## config.mk

```make
export PLATFORM = sky130hd
export DESIGN_NAME = mc_control_fsm
export DESIGN_NICKNAME = d
export VERILOG_FILES = /design/src/rtl/mc_control_fsm.sv
export SDC_FILE = /design/constraint.sdc
export NUM_CORES = 1
export LEC_CHECK = 0
export CAP_MARGIN = 20
export CORE_AREA = 2 2 48 50
export DETAILED_ROUTE_END_ITERATION = 16
export DIE_AREA = 0 0 50 52
export PLACE_DENSITY = 0.75
export SLEW_MARGIN = 10
export SYNTH_ARGS = -nofsm -noshare
export SYNTH_HDL_FRONTEND = slang
export SYNTH_SLANG_ARGS = --single-unit
```

## constraint.sdc

```tcl
create_clock -name clk -period 1.9 [get_ports clk]
set_input_delay 0.38 -clock clk [delete_from_list [all_inputs] [get_ports clk]]
set_output_delay 0.38 -clock clk [all_outputs]
set_load 0.005 [all_outputs]
```

## src/rtl/mc_control_fsm.sv

```systemverilog
// mc_control_fsm: multicycle MIPS main control; sequences fetch, decode,
// execute, memory and writeback states and drives datapath enables/muxes.
// Ports: clk, rst (async high), opcode, mem_ready in; PCWrite, PCWriteCond,
// IorD, MemRead, MemWrite, IRWrite, MemtoReg, RegDst, RegWrite, ALUSrcA,
// ALUSrcB[1:0], PCSource[1:0], ALUOp[2:0], retire, state[3:0] out.
// Optional macro MC_CTRL_ILLEGAL_TRAP_EN: illegal opcodes enter a sticky
// TRAP state and an extra illegal_op output is provided.
module mc_control_fsm #(
  parameter logic [5:0] OP_RTYPE = 6'b000000,
  parameter logic [5:0] OP_LW    = 6'b100011,
  parameter logic [5:0] OP_SW    = 6'b101011,
  parameter logic [5:0] OP_BEQ   = 6'b000100,
  parameter logic [5:0] OP_J     = 6'b000010,
  parameter logic [5:0] OP_ADDI  = 6'b001000,
  parameter logic [5:0] OP_SLTI  = 6'b001010
) (
  input  logic       clk,
  input  logic       rst,
  input  logic [5:0] opcode,
  input  logic       mem_ready,
  output logic       PCWrite,
  output logic       PCWriteCond,
  output logic       IorD,
  output logic       MemRead,
  output logic       MemWrite,
  output logic       IRWrite,
  output logic       MemtoReg,
  output logic       RegDst,
  output logic       RegWrite,
  output logic       ALUSrcA,
  output logic [1:0] ALUSrcB,
  output logic [1:0] PCSource,
  output logic [2:0] ALUOp,
  output logic       retire,
  output logic [3:0] state
`ifdef MC_CTRL_ILLEGAL_TRAP_EN
  ,
  output logic       illegal_op
`endif
);

  localparam logic [3:0] S_FETCH  = 4'd0;
  localparam logic [3:0] S_DECODE = 4'd1;
  localparam logic [3:0] S_MEMADR = 4'd2;
  localparam logic [3:0] S_MEMRD  = 4'd3;
  localparam logic [3:0] S_MEMWB  = 4'd4;
  localparam logic [3:0] S_MEMWR  = 4'd5;
  localparam logic [3:0] S_EXEC   = 4'd6;
  localparam logic [3:0] S_RWB    = 4'd7;
  localparam logic [3:0] S_BRANCH = 4'd8;
  localparam logic [3:0] S_JUMP   = 4'd9;
  localparam logic [3:0] S_IEXEC  = 4'd10;
  localparam logic [3:0] S_IWB    = 4'd11;
  localparam logic [3:0] S_TRAP   = 4'd12;

  logic [3:0] next;
  logic [5:0] op_q;
  logic       op_legal;
  logic [3:0] dec_next;

  // opcode is only trusted during DECODE, so latch it on the way out
  always_ff @(posedge clk or posedge rst) begin
    if (rst) begin
      state <= S_FETCH;
      op_q  <= 6'd0;
    end else begin
      state <= next;
      if (state == S_DECODE) op_q <= opcode;
    end
  end

  always_comb begin
    op_legal = 1'b1;
    dec_next = S_FETCH;
    case (opcode)
      OP_LW, OP_SW:     dec_next = S_MEMADR;
      OP_RTYPE:         dec_next = S_EXEC;
      OP_BEQ:           dec_next = S_BRANCH;
      OP_J:             dec_next = S_JUMP;
      OP_ADDI, OP_SLTI: dec_next = S_IEXEC;
      default: begin
        op_legal = 1'b0;
`ifdef MC_CTRL_ILLEGAL_TRAP_EN
        dec_next = S_TRAP;
`else
        dec_next = S_FETCH;
`endif
      end
    endcase
  end

  always_comb begin
    next = S_FETCH;
    case (state)
      S_FETCH:  next = mem_ready ? S_DECODE : S_FETCH;
      S_DECODE: next = dec_next;
      S_MEMADR: next = (op_q == OP_LW) ? S_MEMRD : S_MEMWR;
      S_MEMRD:  next = mem_ready ? S_MEMWB : S_MEMRD;
      S_MEMWB:  next = S_FETCH;
      S_MEMWR:  next = mem_ready ? S_FETCH : S_MEMWR;
      S_EXEC:   next = S_RWB;
      S_RWB:    next = S_FETCH;
      S_BRANCH: next = S_FETCH;
      S_JUMP:   next = S_FETCH;
      S_IEXEC:  next = S_IWB;
      S_IWB:    next = S_FETCH;
`ifdef MC_CTRL_ILLEGAL_TRAP_EN
      S_TRAP:   next = S_TRAP;
`endif
      default:  next = S_FETCH;
    endcase
  end

  always_comb begin
    PCWrite     = 1'b0;
    PCWriteCond = 1'b0;
    IorD        = 1'b0;
    MemRead     = 1'b0;
    MemWrite    = 1'b0;
    IRWrite     = 1'b0;
    MemtoReg    = 1'b0;
    RegDst      = 1'b0;
    RegWrite    = 1'b0;
    ALUSrcA     = 1'b0;
    ALUSrcB     = 2'b00;
    PCSource    = 2'b00;
    ALUOp       = 3'b011;
    retire      = 1'b0;
    case (state)
      S_FETCH: begin
        MemRead = 1'b1;
        ALUSrcB = 2'b01;
        IRWrite = mem_ready;
        PCWrite = mem_ready;
      end
      S_DECODE: begin
        ALUSrcB = 2'b11;
`ifndef MC_CTRL_ILLEGAL_TRAP_EN
        // illegal opcode retires here as a NOP
        retire = ~op_legal;
`endif
      end
      S_MEMADR: begin
        ALUSrcA = 1'b1;
        ALUSrcB = 2'b10;
      end
      S_MEMRD: begin
        MemRead = 1'b1;
        IorD    = 1'b1;
      end
      S_MEMWB: begin
        RegWrite = 1'b1;
        MemtoReg = 1'b1;
        retire   = 1'b1;
      end
      S_MEMWR: begin
        MemWrite = 1'b1;
        IorD     = 1'b1;
        retire   = mem_ready;
      end
      S_EXEC: begin
        ALUSrcA = 1'b1;
        ALUOp   = 3'b000;
      end
      S_RWB: begin
        RegDst   = 1'b1;
        RegWrite = 1'b1;
        retire   = 1'b1;
      end
      S_BRANCH: begin
        ALUSrcA     = 1'b1;
        ALUOp       = 3'b001;
        PCWriteCond = 1'b1;
        PCSource    = 2'b01;
        retire      = 1'b1;
      end
      S_JUMP: begin
        PCWrite  = 1'b1;
        PCSource = 2'b10;
        retire   = 1'b1;
      end
      S_IEXEC: begin
        ALUSrcA = 1'b1;
        ALUSrcB = 2'b10;
        ALUOp   = (op_q == OP_SLTI) ? 3'b010 : 3'b011;
      end
      S_IWB: begin
        RegWrite = 1'b1;
        retire   = 1'b1;
      end
      default: ;
    endcase
    // reset abandons the instruction: no write or request escapes
    if (rst) begin
      PCWrite     = 1'b0;
      PCWriteCond = 1'b0;
      MemRead     = 1'b0;
      MemWrite    = 1'b0;
      IRWrite     = 1'b0;
      RegWrite    = 1'b0;
      retire      = 1'b0;
    end
  end

`ifdef MC_CTRL_ILLEGAL_TRAP_EN
  assign illegal_op = (state == S_TRAP);
`endif

endmodule

```

# Yosys cells after proc, flatten, opt, wreduce, memory -nomap -nowiden
# Index checks and enable logic that the tools add are counted.
dict set report totals {
  input_bits 9
  word_cells 62
  reg_bits 10
  output_inout_bits 22
}
dict set report op_classes {
  bitwise 1
  reduce_logical 11
  n_mux 29
  n_eq_ne 19
}
# operator n
set op_table {}
lappend op_table {{$pmux 4 s7} 1}
lappend op_table {{$pmux 4 s5} 1}
lappend op_table {{$mux 1} 19}
lappend op_table {{$eq 6x4->1 const B} 3}
lappend op_table {{$eq 6x6->1 const B} 3}
lappend op_table {{$eq 4x3->1 const B} 4}
lappend op_table {{$eq 4x4->1 const B} 4}
lappend op_table {{$pmux 2 s3} 2}
lappend op_table {{$reduce_or 2->1} 5}
lappend op_table {{$mux 3} 3}
lappend op_table {{$eq 4x2->1 const B} 2}
lappend op_table {{$reduce_or 7->1} 1}
lappend op_table {{$eq 6x2->1 const B} 1}
lappend op_table {{$eq 6x3->1 const B} 1}
lappend op_table {{$logic_not 6->1} 1}
lappend op_table {{$reduce_or 5->1} 1}
lappend op_table {{$eq 4x1->1 const B} 1}
lappend op_table {{$logic_not 4->1} 1}
lappend op_table {{$pmux 2 s2} 1}
lappend op_table {{$reduce_or 4->1} 1}
lappend op_table {{$pmux 1 s3} 1}
lappend op_table {{$reduce_or 3->1} 1}
lappend op_table {{$pmux 1 s2} 1}
lappend op_table {{$not 1->1} 1}

# Longest topological paths before layout
dict set report depth {
  ltp_word 6
  ltp_mapped 6
  mapped_depth_nobuf 4
}

# Least setup slack after synthesis
# No wires, ideal clock.
dict set report synth_timing {
  kind {flip-flop to output port}
  startpoint {reg state[1]}
  endpoint {out retire}
  path_slack_ps 145
  n_path_buf 1
  required_time_ps 1520
  stages_incl_launch_ff 6
  t_arrival_ps 1375
  cell_sequence {dfrtp_1 buf_6 nor4b_4 nand2_1 a221o_1 nand2_1}
}
dict set report synth_via {
  elab_chain_len 4
  elab_cells_between_ends 10
  cone_classes {eq/ne (7); mux (2); reduce/logical (1)}
}
# element line
set synth_rtl {}
lappend synth_rtl {{from (decl)} 35} ;# output logic [3:0] state
lappend synth_rtl {{from (signal assigned)} 67} ;# state <= next;
lappend synth_rtl {{$eq 4x4->1 / $eq 4x3->1 (equally long branches)} 129} ;# case (state)
lappend synth_rtl {{$reduce_or 5->1 (no source line)} -}
lappend synth_rtl {{$pmux 1 s3 (*)} 129}
lappend synth_rtl {{$mux 1 (*)} 194} ;# if (rst) begin
lappend synth_rtl {{to (decl)} 34} ;# output logic retire,
# Mark *: on every way between the ends. The rest lies on a longest branch, timed or not.

# Worst setup path in the final report
dict set report layout_timing {
  startpoint {reg op_q[4]}
  endpoint {out ALUOp[0]}
}
dict set report layout_via {
  elab_chain_len 3
}
# element line
set layout_rtl {}
lappend layout_rtl {{from (decl)} 57} ;# logic [5:0] op_q;
lappend layout_rtl {{from (signal assigned)} 68} ;# if (state == S_DECODE) op_q <= opcode;
lappend layout_rtl {{$eq 6x4->1} 185} ;# ALUOp = (op_q == OP_SLTI) ? 3'b010 : 3'b011;
lappend layout_rtl {{$mux 1} 185}
lappend layout_rtl {{$pmux 2 s3} 129}
lappend layout_rtl {{to (decl)} 33} ;# output logic [2:0] ALUOp,
# No other way between the ends.

==> flow_summary.toml <==
[status]
status = "complete, but fails checks"
violations = "negative setup slack"

[worst_setup_path]
required_ns = 1.52
worstSetupPathType = "flip-flop to output pin"
rr_worst_depth = 7
start_kind = "flip-flop"
critPathLaunch = "op_q[4]"
cp_max_fo = 2
critPathCaptureType = "output pin"
r2r-end = "state[2]"
r2r-start = "state[3]"
regToRegSetupSlack_ns = 0.23
cp.arrival_ns = 1.81

[clocking]
clockBufferDepth = 2
clock-root-buffer = "clkbuf_4"
htreeDepth = 1
clk_pin_slew_worst_paths_ns = 0.06
clock_latency_ns = 0.26
cts_tree = "yes"
cts_buffers = 3
clock_sinks = 10

[yosys]
synthArstFlopShare_pct = 100
netlist_instances = 102
syn_area_per_cell_um2 = 8.43
ys_warn_count = 0
syn-cell-area_um2 = 860
seq_area_frac_synth_pct = 29.1
synth.net_count = 111
ys_seq_elements = 10
ys.flop_type = "dfrtp_1"
ys_types = 35
synth_edf_count = 0

[cells_and_area]
area_growth_pct = 87.6
drive_gt1_share_pct = 53.0
final_area_um2 = 1610
instances_no_fill = 196
fin_util_pct = 76.6
n_antenna_cell = 0
fin_nets = 179

[sta]
max_freq_mhz = 457
setup_viol = 2
maxSlewViolCount = 0
clock_skew_ns = 0.000189
min_period_over_period_pct = 115
fin_ws_ns = -0.288
hold_viol_final = 0
rsz0062_at_grt = "true"
fin_crit_ns = 2.19
setup_tns_ns = -0.443

[global_route]
grt_pass1_vias = 1010
gr-total-overflow = 0
grt_start_max_net_pins = 15
grt_usage_pct = 21.4
antenna_found_initial = 0
grt_pass1_wl_um = 4200

[detailed_routing]
drt-initial-drc-count = 19
wl_um = 2890
drt_pre_antenna_iters = 4
vias_per_cell = 5.43
vias = 1064
wl_per_cell_um = 14.7
detail-route-antenna-nets = 0
route.detailed.drc = 0

[power_and_ir_drop]
vdd_drop_max_v = 0.000625
p_leak_nw = 0.711
pwr_density_cell_nw_per_um2 = 600

[placed_design]
dp_slack_ns = -0.526
dp_hpwl_um = 1910
placed_cell_area_um2 = 1380
globalplace.congestion = 0.910
io_buffers = 29
dp_cells = 181

[floorplanning]
rows = 17
die_area_um2 = 2600
start_util_pct = 40.8
die_x_um = 50
die_h_um = 52
io_pins = 31
core_area_um2 = 2110

[flow_run]
cap_violations = 0

[hold_path]
hold_path_class = "input port to async pin"
-- cells in the mapped netlist (3+ instances only) --
cell type | n | area (µm²)
nor3b_1 | 3 | 22.5
nand2b_1 | 3 | 18.8
mux2_2 | 6 | 67.6
a211oi_1 | 3 | 22.5
a32oi_1 | 3 | 26.3
nor2_1 | 9 | 33.8
xnor2_1 | 3 | 26.3
nor3_1 | 7 | 35.0
dfrtp_1 | 10 | 250
clkbuf_1 | 4 | 15.0
nor2b_1 | 3 | 18.8
a21oi_1 | 5 | 25.0
nor4_1 | 4 | 25.0
o21ai_0 | 5 | 25.0
nand2_1 | 8 | 30.0
-- area by class of cell --
class / count / area (µm²)
Fill cell: 144 / 493
Clock buffer: 3 / 22.5
Timing Repair Buffer: 73 / 629
Multi-Input combinational cell: 80 / 666
Tap cell: 28 / 35.0
Sequential cell: 10 / 253
Inverter: 2 / 7.51
-- cells by family after synthesis --
| group | count (synthesis) | share of synthesized area, % |
|---|---|---|
| AO/OA/AOI/OAI | 22 | 17.6 |
| buffers and inverters | 12 | 7.71 |
| flip-flops | 10 | 29.1 |
| multiplexers | 7 | 9.02 |
| other | 1 | 0.436 |
| AND/OR/NAND/NOR | 47 | 33.0 |
| XOR/XNOR | 3 | 3.06 |
-- power breakdown --
part	leakage, nW	switching [mW]	internal [mW]	total [mW]
clock	0.0138	0.0637	0.0727	0.136
sequential	0.121	0.0426	0.277	0.319
combinational	0.576	0.216	0.296	0.511
-- critical path, cell delays in order, from the launching register on --
cell     delay (ns)
dfrtp_1        0.38
or3b_4         0.40
or4b_1         0.46
o21ai_1        0.13
nand2_1        0.06
buf_2          0.12
-- state kept, by name, summed over array words and instances (netlist names) --
name and count:
state 4, op_q 6
-- per-stage QoR --
| step | hold WS [ns] | power (mW) |
|---|---|---|
| 2_1_floorplan | 0.236 | 0.529 |
| 3_3_place_gp | 0.482 | 0.733 |
| 3_5_place_dp | 0.494 | 0.752 |
| 4_1_cts | 0.302 | 0.921 |
| 5_1_grt | 0.360 | 1.03 |
| 6_report | 0.345 | 0.967 |
-- worst max-delay path by stage --
stage | slack (ns) | depth (start not counted) | to
after floorplan | 0.14 | 5 | retire
after global placement | -0.48 | 7 | retire
after detailed placement | -0.53 | 6 | retire
after CTS | -0.34 | 5 | ALUOp[0]
after global routing | -0.37 | 5 | ALUOp[0]
final | -0.29 | 5 | ALUOp[0]
-- repair_timing --
action | in CTS | in global routing
endpoints found under the hold margin | 0 | 0
hold buffers | 0 | 0
gates cloned | 0 | 1
setup endpoints to repair | 18 | 12
gates resized for setup | 69 | 31
pin swaps | 8 | 10
buffers inserted | 5 | 7
-- metal layers --
layer  wire length [µm]  vias up  GRT usage (%)
li1                   -      502              -
met1               1120      508           19.4
met2               1570       50           43.9
met3                151        4           2.87
met4                 40        0           13.0
met5                  0        -              0
-- cell usage in the layout (no fill, tap or decap), types with 3 or more instances in the layout --
cell type,Yosys,layout
mux2_2,6,6
clkbuf_4,0,3
o21ai_0,5,4
buf_2,2,8
nor3_1,7,4
nand2_1,8,7
clkbuf_2,0,4
dlygate4sd2_1,0,8
nor2_1,9,7
buf_6,2,7
dfrtp_1,10,8
a32oi_1,3,3
clkdlybuf4s15_1,0,3
buf_4,1,32
nand2b_4,1,3
buf_8,0,3
a21oi_1,5,5
clkdlybuf4s50_1,0,6
No activity file was read; power rests on OpenSTA's default activity.
